### config.mk
export PLATFORM = sky130hd
export DESIGN_NAME = inj_scheduler
export DESIGN_NICKNAME = d
export VERILOG_FILES = /design/src/rtl/inj_scheduler.sv
export SDC_FILE = /design/constraint.sdc
export NUM_CORES = 1
export LEC_CHECK = 0
export ABC_AREA = 1
export BUFFER_PORTS_ARGS = -buffer_cell sky130_fd_sc_hd__buf_2
export CAP_MARGIN = 40
export CORE_ASPECT_RATIO = 0.8
export CORE_MARGIN = 3
export CORE_UTILIZATION = 37
export DETAILED_ROUTE_END_ITERATION = 16
export SLEW_MARGIN = 20
export SYNTH_ARGS = -nofsm -noshare
export SYNTH_HDL_FRONTEND = slang
export SYNTH_SLANG_ARGS = --single-unit
### constraint.sdc
create_clock -name clk -period 6.05 [get_ports clk]
set_input_delay 0.9075 -clock clk [delete_from_list [all_inputs] [get_ports clk]]
set_output_delay 0.9075 -clock clk [all_outputs]
set_load 0.1 [all_outputs]
### src/rtl/inj_scheduler.sv
// NoC traffic-injection scheduler: sequences network-reset, send and cooldown phases
// and shares the injection slot among requesters with round-robin priority and a minimum grant gap.
module inj_scheduler #(
    parameter int NUM_NODES       = 9,
    parameter int RESET_CYCLES    = 5,
    parameter int SIM_CYCLES      = 10000,
    parameter int COOLDOWN_CYCLES = 20000,
    parameter int INJ_GAP         = 4,
    parameter int CNT_W           = 16
) (
    input  logic                 clk,
    input  logic                 reset,
    input  logic                 start,
    input  logic [NUM_NODES-1:0] req,
    output logic [NUM_NODES-1:0] grant,
    output logic                 net_reset,
    output logic                 send,
    output logic                 busy,
    output logic                 done,
    output logic [2:0]           phase,
    output logic [CNT_W-1:0]     grant_count
);

    // state | meaning
    // IDLE  | waiting for start, network held in reset
    // RST   | network reset for RESET_CYCLES
    // SEND  | injection enabled, arbitration active
    // COOL  | drain period, no new grants
    // DONE  | run complete, waiting for restart
    typedef enum logic [2:0] {
        IDLE = 3'd0,
        RST  = 3'd1,
        SEND = 3'd2,
        COOL = 3'd3,
        DONE = 3'd4
    } phase_t;

    localparam int PTR_W = $clog2(NUM_NODES);
    localparam int GAP_W = (INJ_GAP > 1) ? $clog2(INJ_GAP) : 1;

    phase_t           state;
    logic [CNT_W-1:0] phase_cnt;
    logic [CNT_W-1:0] phase_last;
    logic             phase_end;
    logic [PTR_W-1:0] ptr;
    logic [PTR_W-1:0] ptr_next;
    logic [GAP_W-1:0] gap_cnt;
    logic [PTR_W-1:0] sel_idx;
    logic             sel_found;
    logic [PTR_W:0]   idx;
    logic             arb_go;

    always_comb begin
        case (state)
            RST:     phase_last = CNT_W'(RESET_CYCLES - 1);
            SEND:    phase_last = CNT_W'(SIM_CYCLES - 1);
            COOL:    phase_last = CNT_W'(COOLDOWN_CYCLES - 1);
            default: phase_last = '0;
        endcase
    end

    assign phase_end = (phase_cnt == phase_last);

    // Scan downward in offset so the lowest offset from the pointer wins.
    always_comb begin
        sel_found = 1'b0;
        sel_idx   = '0;
        idx       = '0;
        for (int k = NUM_NODES - 1; k >= 0; k--) begin
            idx = {1'b0, ptr} + (PTR_W + 1)'(k);
            if (idx >= (PTR_W + 1)'(NUM_NODES))
                idx = idx - (PTR_W + 1)'(NUM_NODES);
            if (req[idx[PTR_W-1:0]]) begin
                sel_found = 1'b1;
                sel_idx   = idx[PTR_W-1:0];
            end
        end
    end

    assign ptr_next = (sel_idx == PTR_W'(NUM_NODES - 1)) ? '0 : sel_idx + 1'b1;
    assign arb_go   = (state == SEND) && !phase_end && (gap_cnt == '0) && sel_found;

    always_ff @(posedge clk or negedge reset) begin
        if (!reset) begin
            state       <= IDLE;
            phase_cnt   <= '0;
            ptr         <= '0;
            gap_cnt     <= '0;
            grant       <= '0;
            grant_count <= '0;
        end else begin
            grant <= '0;
            if (arb_go) begin
                grant   <= NUM_NODES'(1) << sel_idx;
                ptr     <= ptr_next;
                gap_cnt <= GAP_W'(INJ_GAP - 1);
                if (grant_count != '1)
                    grant_count <= grant_count + 1'b1;
            end else if (gap_cnt != '0) begin
                gap_cnt <= gap_cnt - 1'b1;
            end

            case (state)
                IDLE, DONE: begin
                    if (start) begin
                        state       <= RST;
                        phase_cnt   <= '0;
                        grant_count <= '0;
                        ptr         <= '0;
                        gap_cnt     <= '0;
                    end
                end
                RST: begin
                    if (phase_end) begin
                        state     <= SEND;
                        phase_cnt <= '0;
                    end else begin
                        phase_cnt <= phase_cnt + 1'b1;
                    end
                end
                SEND: begin
                    if (phase_end) begin
                        state     <= COOL;
                        phase_cnt <= '0;
                    end else begin
                        phase_cnt <= phase_cnt + 1'b1;
                    end
                end
                COOL: begin
                    if (phase_end) begin
                        state     <= DONE;
                        phase_cnt <= '0;
                    end else begin
                        phase_cnt <= phase_cnt + 1'b1;
                    end
                end
                default: state <= IDLE;
            endcase
        end
    end

    assign phase     = state;
    assign net_reset = (state == IDLE) || (state == RST);
    assign send      = (state == SEND);
    assign busy      = (state == RST) || (state == SEND) || (state == COOL);
    assign done      = (state == DONE);

endmodule
-- Word-level counts from Yosys, hierarchy flattened
Index checks and enable logic that the tools add are counted.
- $add $sub $neg: 21
- $lt $le $gt $ge: 18
- equal/unequal tests: 11
- shift operators: 1
- mux-type cells: 67
- reduce and logical (&&, ||, !) cells: 15
- operators with widths (kind ; number):
    2-to-1 mux 16 bit ; 6
    2-to-1 mux 4 bit ; 22
    < comparator 4 x 5 -> 1 bit, second input constant ; 9
    case mux 15 bit (3 select lines) ; 1
    greater-or-equal comparator 5 x 4 -> 1 bit, second input constant ; 8
    binary-select mux 1 bit (select 4 bit) ; 9
    subtractor 4 bit, second input constant ; 9
    adder 16 x 1 -> 16 bit, second input constant ; 2
    case mux 16 bit (2 select lines) ; 1
    adder 4 x 3 -> 5 bit, second input constant ; 4
    2-to-1 mux 1 bit ; 18
    == test 16 bit ; 1
    != test 16 bit, second input constant ; 1
    2-to-1 mux 3 bit ; 4
    case mux 3 bit (4 select lines) ; 1
    adder 4 x 2 -> 5 bit, second input constant ; 2
    2-to-1 mux 9 bit ; 1
    left shift 1 x 4 -> 9 bit, first input constant ; 1
    2-to-1 mux 2 bit ; 4
    == test 3 x 2 -> 1 bit, second input constant ; 2
    != test 2 bit, second input constant ; 3
    adder 4 x 1 -> 5 bit, second input constant ; 1
    adder 4 x 4 -> 5 bit, second input constant ; 1
    adder 4 x 1 -> 4 bit, second input constant ; 1
    other kinds (16) ; 21
- register bits after elaboration: 50
- input port bits: 12
- logic and storage cells: 139

-- Logic depth before layout (Yosys ltp)
Gate-level depths: netlist of run 1.
- word-level depth: 19
- gate-level depth with buffers: 34
- mapped depth without buffers: 33

-- Least setup slack after synthesis of run 1
OpenSTA, ideal clock, no wires.
- path type: reg-to-reg
- from: register state[1] (netlist: phase[1])
- to: register grant_count[6]
- data arrival time: 4.098 ns
- data required time: 5.929 ns
- path slack: 1.831 ns
- cell stages (with the launch flop): 16
- path buffers: 0
- clock period less this slack: 4.219 ns
- cell sequence: dfrtp_1 inv_1 nor2_1 inv_1 nor2_1 o21ai_0 o2111ai_1 inv_1 nor4_1 nand2_4 inv_6 nand2_8 inv_4 nand3_2 o21ai_1 nor2_1
- cells in the longest elaborated chain, start to end: 10
- elaborated cells on any way between the ends: 15
- those cells by class: eq/ne: 5; mux: 4; reduce/logical: 6
- ends and longest elaborated chain (what ; RTL line ; source):
    from (decl) ; 41 ; phase_t state;
    from (signal assigned) ; 85 ; state <= IDLE;
    from (signal assigned) ; 106 ; state <= RST;
    from (signal assigned) ; 115 ; state <= SEND;
    == test 3 x 2 -> 1 bit (*) ; -- ;
    net send ; 17 ; output logic send,
    case mux 15 bit (3 select lines) ; 54 ; case (state)
    == test 16 bit ; 62 ; assign phase_end = (phase_cnt == phase_last);
    zero test 1 bit ; 81 ; assign arb_go = (state == SEND) && !phase_end && (gap_cnt == '0) && sel_found;
    logical AND 1 bit (*) (3 in a row) ; 81 ;
    2-to-1 mux 16 bit (*) ; 93 ; if (arb_go) begin
    2-to-1 mux 16 bit ; 105 ; if (start) begin
    2-to-1 mux 16 bit (*) ; 103 ; case (state)
    to (signal assigned) ; 98 ; grant_count <= grant_count + 1'b1;
    to (decl) ; 21 ; output logic [CNT_W-1:0] grant_count
Mark *: on every way through the listed nets, which the timed path passes. The rest lies on a longest branch.
A chain may end at the register's enable or synchronous reset.

-- Final worst setup path of run 1
- from: register ptr[0]
- to: register ptr[2]
- cells in the longest elaborated chain, start to end: 19
- elaborated cells on any way between the ends: 78
- those cells by class: add/sub: 18; order compare: 9; eq/ne: 1; mux: 49; reduce/logical: 1
- ends and longest elaborated chain (what ; RTL line ; source):
    from (decl) ; 45 ; logic [PTR_W-1:0] ptr;
    from (signal assigned) ; 95 ; ptr <= ptr_next;
    adder 4 x 4 -> 5 bit ; 70 ; idx = {1'b0, ptr} + (PTR_W + 1)'(k);
    subtractor 4 bit / greater-or-equal comparator 5 x 4 -> 1 bit (equally long branches) ; 72, 71 ;
    2-to-1 mux 4 bit ; 71 ; if (idx >= (PTR_W + 1)'(NUM_NODES))
    binary-select mux 1 bit (select 4 bit) ; 73 ; if (req[idx[PTR_W-1:0]]) begin
    2-to-1 mux 1 bit (not written as such) ; 73 ;
    2-to-1 mux 4 bit (9 in a row) ; 73 ;
    adder 4 x 1 -> 4 bit / == test 4 bit (equally long branches) ; 80 ; assign ptr_next = (sel_idx == PTR_W'(NUM_NODES - 1)) ? '0 : sel_idx + 1'b1;
    2-to-1 mux 4 bit ; 80 ;
    2-to-1 mux 4 bit (*) ; 93 ;
    2-to-1 mux 4 bit ; 105 ;
    2-to-1 mux 4 bit (*) ; 103 ;
Every way passes the cells marked *; elsewhere a longest branch is shown, timed or not. The select of a mux whose other input is x is not followed.

==> results_dict.tcl, run 1 <==
set metrics [dict create \
    h-tree-depth 2 \
    yosysTopAreaCell "dfrtp_1" \
    post_drt_wl_per_cell_um 14.6 \
    antenna_left 0 \
    crit_top_cell "nand2_1" \
    clkTransAtPathRegs_ns 0.07 \
    clk_latency_ns 0.29 \
    vias 5320 \
    outcome "finished, final reports clean" \
    swShare_pct 29.7 \
    clock_path_buffers 2 \
    clkPwrFrac_pct 35.8 \
    wl_met2_um 6060 \
    cap_violations 0 \
    worst_pin_slew_ns 0.816 \
    route.layer.met1.wl_um 7800 \
    root_buffer "clkbuf_16" \
    viasPerCell 5.20 \
    critical-path-slowest-cell "ha_1" \
    end_kind "flip-flop" \
    p_int_mw 0.546 \
    p_sw_mw 0.231 \
    power_density_nw_per_um2 135 \
    dr.pass1.iters 5 \
    io_buffers 43 \
    cp_data_required_time_ns 6.22 \
    drive_above_1_share_pct 17.5 \
    synth-edff-count 0 \
    netlist_area_um2 5200 \
    slew_headroom_pct 45.0 \
    ys_top_cells_by_area "dfrtp_1, nand2_1, ha_1, nand3_1, inv_1" \
    ys_seq_elements 50 \
    syn_avg_cell_area_um2 6.49 \
    drv_slew 0 \
    fp.dieW_um 139 \
    fin_nets 884 \
    grt_overflow 0 \
    p_leak_nw 2.84 \
    tritoncts "built" \
    syn_nets 840 \
    finalSetupViolCount 0 \
    fmaxAchievable_ghz 0.226 \
    die_y_um 112 \
    grt_pass1_wl_um 24600 \
    num_antenna_cells 0 \
    postSynthCellCount 801 \
    syn_to_final_growth_pct 10.5 \
    rows 38 \
    drt_wl_total_um 15000 \
    stdcell_count 1024 \
    hp-class "reg2reg" \
    grt_pass1_vias 4768 \
    antenna_found_initial 0 \
    dr_wl_met3_um 890 \
    totalPowerFinal_mw 0.777 \
    rsz0062_at_grt "no" \
    synth_top_cell_area_share_pct 24.1 \
    start_util_pct 38.1 \
    utilization_pct 42.1 \
    die_area_um2 15500 \
    mostFrequentLayoutCells "nand2_1, inv_1, nand3_1" \
    period_minus_slack_ns 4.42 \
    worstPathMaxFanout 23 \
    grt_max_degree 51 \
    p_comb_share_pct 16.5 \
    post_cts_resized 0 \
    design_area_um2 5750 \
    cts_sinks 50 \
    coreArea_um2 13600 \
    synth_flop_cell "dfrtp_1" \
    seq_area_frac_synth_pct 24.1 \
    io_pins 44 \
    hold_viol 0 \
    cts_buffers 5 \
    p_seq_share_pct 47.6 \
    dp_hpwl_um 11600 \
    criticalPathCategory "reg2reg" \
    place_inst 1018 \
    drc 0 \
    synth.distinct_cells 52 \
    startpoint_type "flip-flop" \
    drt_iter0_drc 420 \
    post_cts_buffers 0 \
    yosysWarnings 0 \
    async_reset_ff_share_pct 100 \
    setup_tns_ns 0 \
    grt_use_total_pct 19.1 \
    final_common_cell "nand2_1" \
    period_share_pct 73.0 \
    clock_skew_ns 0.00467 \
    dr.max_layer_used "met4" \
    placed_cell_area_um2 5610 \
    gp_congestion 0.973 \
    crit_arrival_ns 4.59 \
    cts_hold_buf 0 \
    irDropWorstVdd_v 0.000107 \
    slowest_delay_ns 0.66 \
]
## area by class of cell
class	count	area, um^2
Sequential cell	50	1250
Multi-Input combinational cell	624	3440
Inverter	118	450
Tap cell	180	225
Timing Repair Buffer	46	238
Clock buffer	6	139
Fill cell	1460	7900
## kinds of logic (layout without fill, tap and decap cells)
family	Yosys count	in the layout	synth area share, %
simple gates	439	439	39.8
compound gates	140	140	16.2
buf+inv	127	170	9.74
flops	50	50	24.1
fa+ha+maj	27	27	6.50
xor+xnor	18	18	3.68
## registers in the layout (all words and copies together) (netlist names)
name,cells
gap_cnt,2
grant,9
grant_count,16
phase,3
phase_cnt,16
ptr,4
## synthesized netlist by cell type, types with 2 or more instances
cell type	count
a2bb2oi_1	2
nand3b_1	4
nor2_1	59
nor3_1	27
nand2_4	8
o21ai_0	35
o22ai_1	6
nor4_1	5
nand2_2	25
nor2_2	7
o21ai_1	19
xnor2_1	2
nand3_1	67
clkinv_1	4
nand2_1	208
inv_1	89
clkbuf_1	2
nand4_1	14
inv_2	23
o21a_1	2
buf_2	3
o21ai_2	10
a31oi_1	3
buf_4	3
dfrtp_1	50
o211ai_1	13
ha_1	27
nand3_2	8
nor3_2	2
a21oi_1	40
xor2_1	13
## power by group through the flow
stage               Sequential, mW  Clock, mW  Combinational [mW]
floorplan                    0.390          0              0.0706
global placement             0.375          0               0.128
detailed placement           0.376          0               0.128
CTS                          0.370      0.286               0.128
global route                 0.373      0.300               0.144
finish                       0.370      0.278               0.128
## per-layer routing
metal | vias up | GRT usage [%]
li1 | 2722 | -
met4 | 0 | 3.49
met1 | 2432 | 30.3
met3 | 22 | 3.41
met5 | - | 0
met2 | 144 | 27.0
## worst max-delay path: cells and delay by family (launching register included)
family                   cells  cell delay [ns]
buffers and inverters        4             0.91
AND/OR/NAND/NOR             19             1.52
flip-flops                   1             0.32
AO/OA/AOI/OAI                2             0.32
adder cells (fa/ha/maj)      3             1.22
## final timing paths
path,startpoint,slack (ns),cells past startpoint,end
max,ptr[0]$_DFF_PN0_,1.63,28,ptr[2]$_DFF_PN0_
min in group asynchronous,reset,0.71,2,phase[0]$_DFFE_PN0P_
min,phase_cnt[12]$_DFFE_PN0P_,0.53,1,phase_cnt[12]$_DFFE_PN0P_
max in group asynchronous,reset,4.90,2,grant_count[14]$_DFF_PN0_
max reg2reg,ptr[0]$_DFF_PN0_,1.63,28,ptr[2]$_DFF_PN0_
min reg2reg,phase_cnt[12]$_DFFE_PN0P_,0.53,1,phase_cnt[12]$_DFFE_PN0P_
## stage by stage
step           setup WS [ns]  hold WS [ns]
6_report                1.63         0.530
5_1_grt                 1.15         0.562
4_1_cts                 1.70         0.533
3_5_place_dp            1.72         0.514
3_3_place_gp            1.77         0.508
2_1_floorplan           1.83         0.486
(Power assumes the default switching activity.)
==> run 2: changes to the inputs <==
Settings changed: ABC_AREA 1 to 0.
Clock period 6.05 ns to 3.8 ns, I/O delays scaled along.
==> run 2 against run 1 <==
Effect of this change:
- the flow now finishes with violations (setup timing)
- first-iteration DRC count rose by 75%
- critical path depth fell by 12
- sequential power rose by 98%
- global-route usage rose by 4.8 points
- via count rose by 38%
==> results_dict.tcl, run 2 <==
set metrics [dict create \
    clkTransAtPathRegs_ns 0.07 \
    synth_top_cell_area_share_pct 19.5 \
    drc 0 \
    start_util_pct 38.2 \
    async_reset_ff_share_pct 100 \
    p_int_mw 4.23 \
    mostFrequentLayoutCells "buf_4, nand2_1, nor2_1" \
    drt_iter0_drc 736 \
    startpoint_type "flip-flop" \
    grt_pass1_wl_um 36700 \
    yosysWarnings 0 \
    grt_max_degree 30 \
    h-tree-depth 2 \
    p_comb_share_pct 85.9 \
    synth_flop_cell "dfrtp_1" \
    syn_avg_cell_area_um2 7.88 \
    clock_skew_ns 0.00781 \
    viasPerCell 5.89 \
    period_minus_slack_ns 4.31 \
    period_share_pct 114 \
    end_kind "flip-flop" \
    num_antenna_cells 0 \
    power_density_nw_per_um2 943 \
    grt_use_total_pct 23.9 \
    totalPowerFinal_mw 8.40 \
    violations "setup timing" \
    drive_above_1_share_pct 38.0 \
    reg2reg_depth 16 \
    ys_seq_elements 50 \
    postSynthCellCount 814 \
    cp_data_required_time_ns 4.02 \
    antenna_found_initial 0 \
    ys_top_cells_by_count "nand2_1, nor2_1, o21ai_0" \
    antenna_left 0 \
    p_sw_mw 4.17 \
    die_y_um 124 \
    synth.distinct_cells 101 \
    rows 42 \
    drv_slew 0 \
    grt_overflow 0 \
    post_drt_wl_per_cell_um 19.0 \
    ys_top_cells_by_area "dfrtp_1, ha_1, nand2_1, nor2_1, o21ai_0" \
    finalSetupViolCount 26 \
    design_area_um2 8910 \
    clk_latency_ns 0.29 \
    worst_pin_slew_ns 0.713 \
    io_buffers 43 \
    dp_hpwl_um 18300 \
    worstPathMaxFanout 5 \
    grt_pass1_vias 6762 \
    netlist_area_um2 6410 \
    p_seq_share_pct 8.7 \
    tritoncts "built" \
    crit_arrival_ns 4.53 \
    cts_buffers 5 \
    reg.largest.list "grant_count: 16 flops, phase_cnt: 16 flops, grant: 9 flops" \
    coreArea_um2 16800 \
    syn_to_final_growth_pct 39.0 \
    hp-class "in2async" \
    cts_hold_buf 0 \
    dr.pass1.iters 5 \
    dp_slack_ns -0.467 \
    cts_sinks 50 \
    cap_violations 0 \
    fin_nets 1066 \
    p_leak_nw 3.91 \
    root_buffer "clkbuf_16" \
    rsz0062_at_grt "yes" \
    gp_congestion 1.04 \
    final_common_cell "buf_4" \
    io_pins 44 \
    fp.dieW_um 153 \
    outcome "finished, violations left" \
    swShare_pct 49.7 \
    finalWorstSetupSlack_ns -0.514 \
    clkPwrFrac_pct 5.4 \
    seq_area_frac_synth_pct 19.5 \
    placed_cell_area_um2 8480 \
    yosysTopAreaCell "dfrtp_1" \
    fmaxAchievable_ghz 0.232 \
    vias 7355 \
    die_area_um2 19000 \
    syn_nets 853 \
    slew_headroom_pct 52.5 \
    whs_ns 0.311 \
    irDropWorstVdd_v 0.000370 \
    yosysMostFrequentCell "nand2_1" \
    criticalPathCategory "reg2reg" \
    synth-edff-count 0 \
    clock_path_buffers 2 \
    hold_viol 0 \
    drt_wl_total_um 23700 \
]
==> run 2: cell types whose count changed after synthesis, sizes merged, moves of 15 or more <==
cell,previous run,this run
nand2,242,72
inv,114,22
nand3,75,28
clkbuf,2,28
xnor2,3,29
and3,0,23
buf,7,28
nand2b,0,21
mux2i,0,19
and2,0,17
nor2b,0,17
mux2,0,15
==> run 2: power by group through the flow <==
stage          clock network, mW  registers (mW)  logic, mW
5_1_grt                    0.481           0.749       7.73
3_3_place_gp                   0           0.738       6.58
2_1_floorplan                  0           0.954       3.64
6_report                   0.450           0.734       7.22
3_5_place_dp                   0           0.739       6.58
4_1_cts                    0.463           0.731       6.97
==> run 2: worst paths after layout <==
check	endpoint	slack [ns]	from
worst max register to register	ptr[2]$_DFF_PN0_	-0.51	ptr[2]$_DFF_PN0_
max in group asynchronous	ptr[0]$_DFF_PN0_	2.70	reset
worst min register to register	phase_cnt[5]$_DFFE_PN0P_	0.53	phase_cnt[5]$_DFFE_PN0P_
min in group clk	phase[2]$_DFFE_PN0P_	0.52	start
worst max-delay path	ptr[2]$_DFF_PN0_	-0.51	ptr[2]$_DFF_PN0_
worst min-delay path	phase[1]$_DFFE_PN0P_	0.31	reset
==> run 2: critical path, stage by stage (launching register included) <==
cell and delay, ns:
dfrtp_2 0.42, clkinvlp_4 0.18, ha_4 0.21, ha_4 0.27
nand4b_1 0.28, buf_4 0.26, o211ai_1 0.19, nor2b_1 0.25
and4_1 0.26, a211o_1 0.17, nor3_1 0.07, o311a_1 0.34
o32a_1 0.37, ha_2 0.20, ha_1 0.27, or3b_1 0.36
a21oi_1 0.13
==> run 2: per-stage QoR <==
stage / cells / util, % / TNS [ns]
after CTS: 1246 / 52.5 / -3.81
after global placement: 1230 / 50.5 / -5.23
after global routing: 1248 / 53.1 / -8.46
final: 1248 / 53.1 / -4.96
after floorplan: 814 / - / -3.45
after detailed placement: 1231 / 50.6 / -5.52
==> run 2: kinds of logic after synthesis <==
family	after synthesis	synth area share (%)
DFF	50	19.5
adders and majority gates	27	5.27
buffers and inverters	78	5.76
and+or+nand+nor	338	28.4
muxes	42	8.41
xor gates and xnor gates	38	5.43
AOI/OAI and AO/OA	241	27.3
==> run 2: area by class of cell <==
| type | instances | area, um^2 |
|---|---|---|
| Multi-Input combinational cell | 686 | 5210 |
| Clock buffer | 5 | 125 |
| Timing Repair Buffer | 262 | 1930 |
| Sequential cell | 50 | 1250 |
| Clock inverter | 3 | 21.3 |
| Fill cell | 1562 | 7850 |
| Tap cell | 220 | 275 |
| Inverter | 22 | 88.8 |
==> run 2: repair_timing <==
item,4_1_cts,5_1_grt
endpoints found under the setup margin,29,29
resized for setup,31,18
gates cloned,0,0
pin swaps,16,7
setup buffers,10,2
==> run 2: routing by layer <==
metal	vias up	global-route usage, %	routed length [um]
met5	-	0	0
met4	0	5.40	351
met3	37	6.36	2290
met2	330	34.8	9980
met1	3498	35.4	11100
li1	3490	-	-
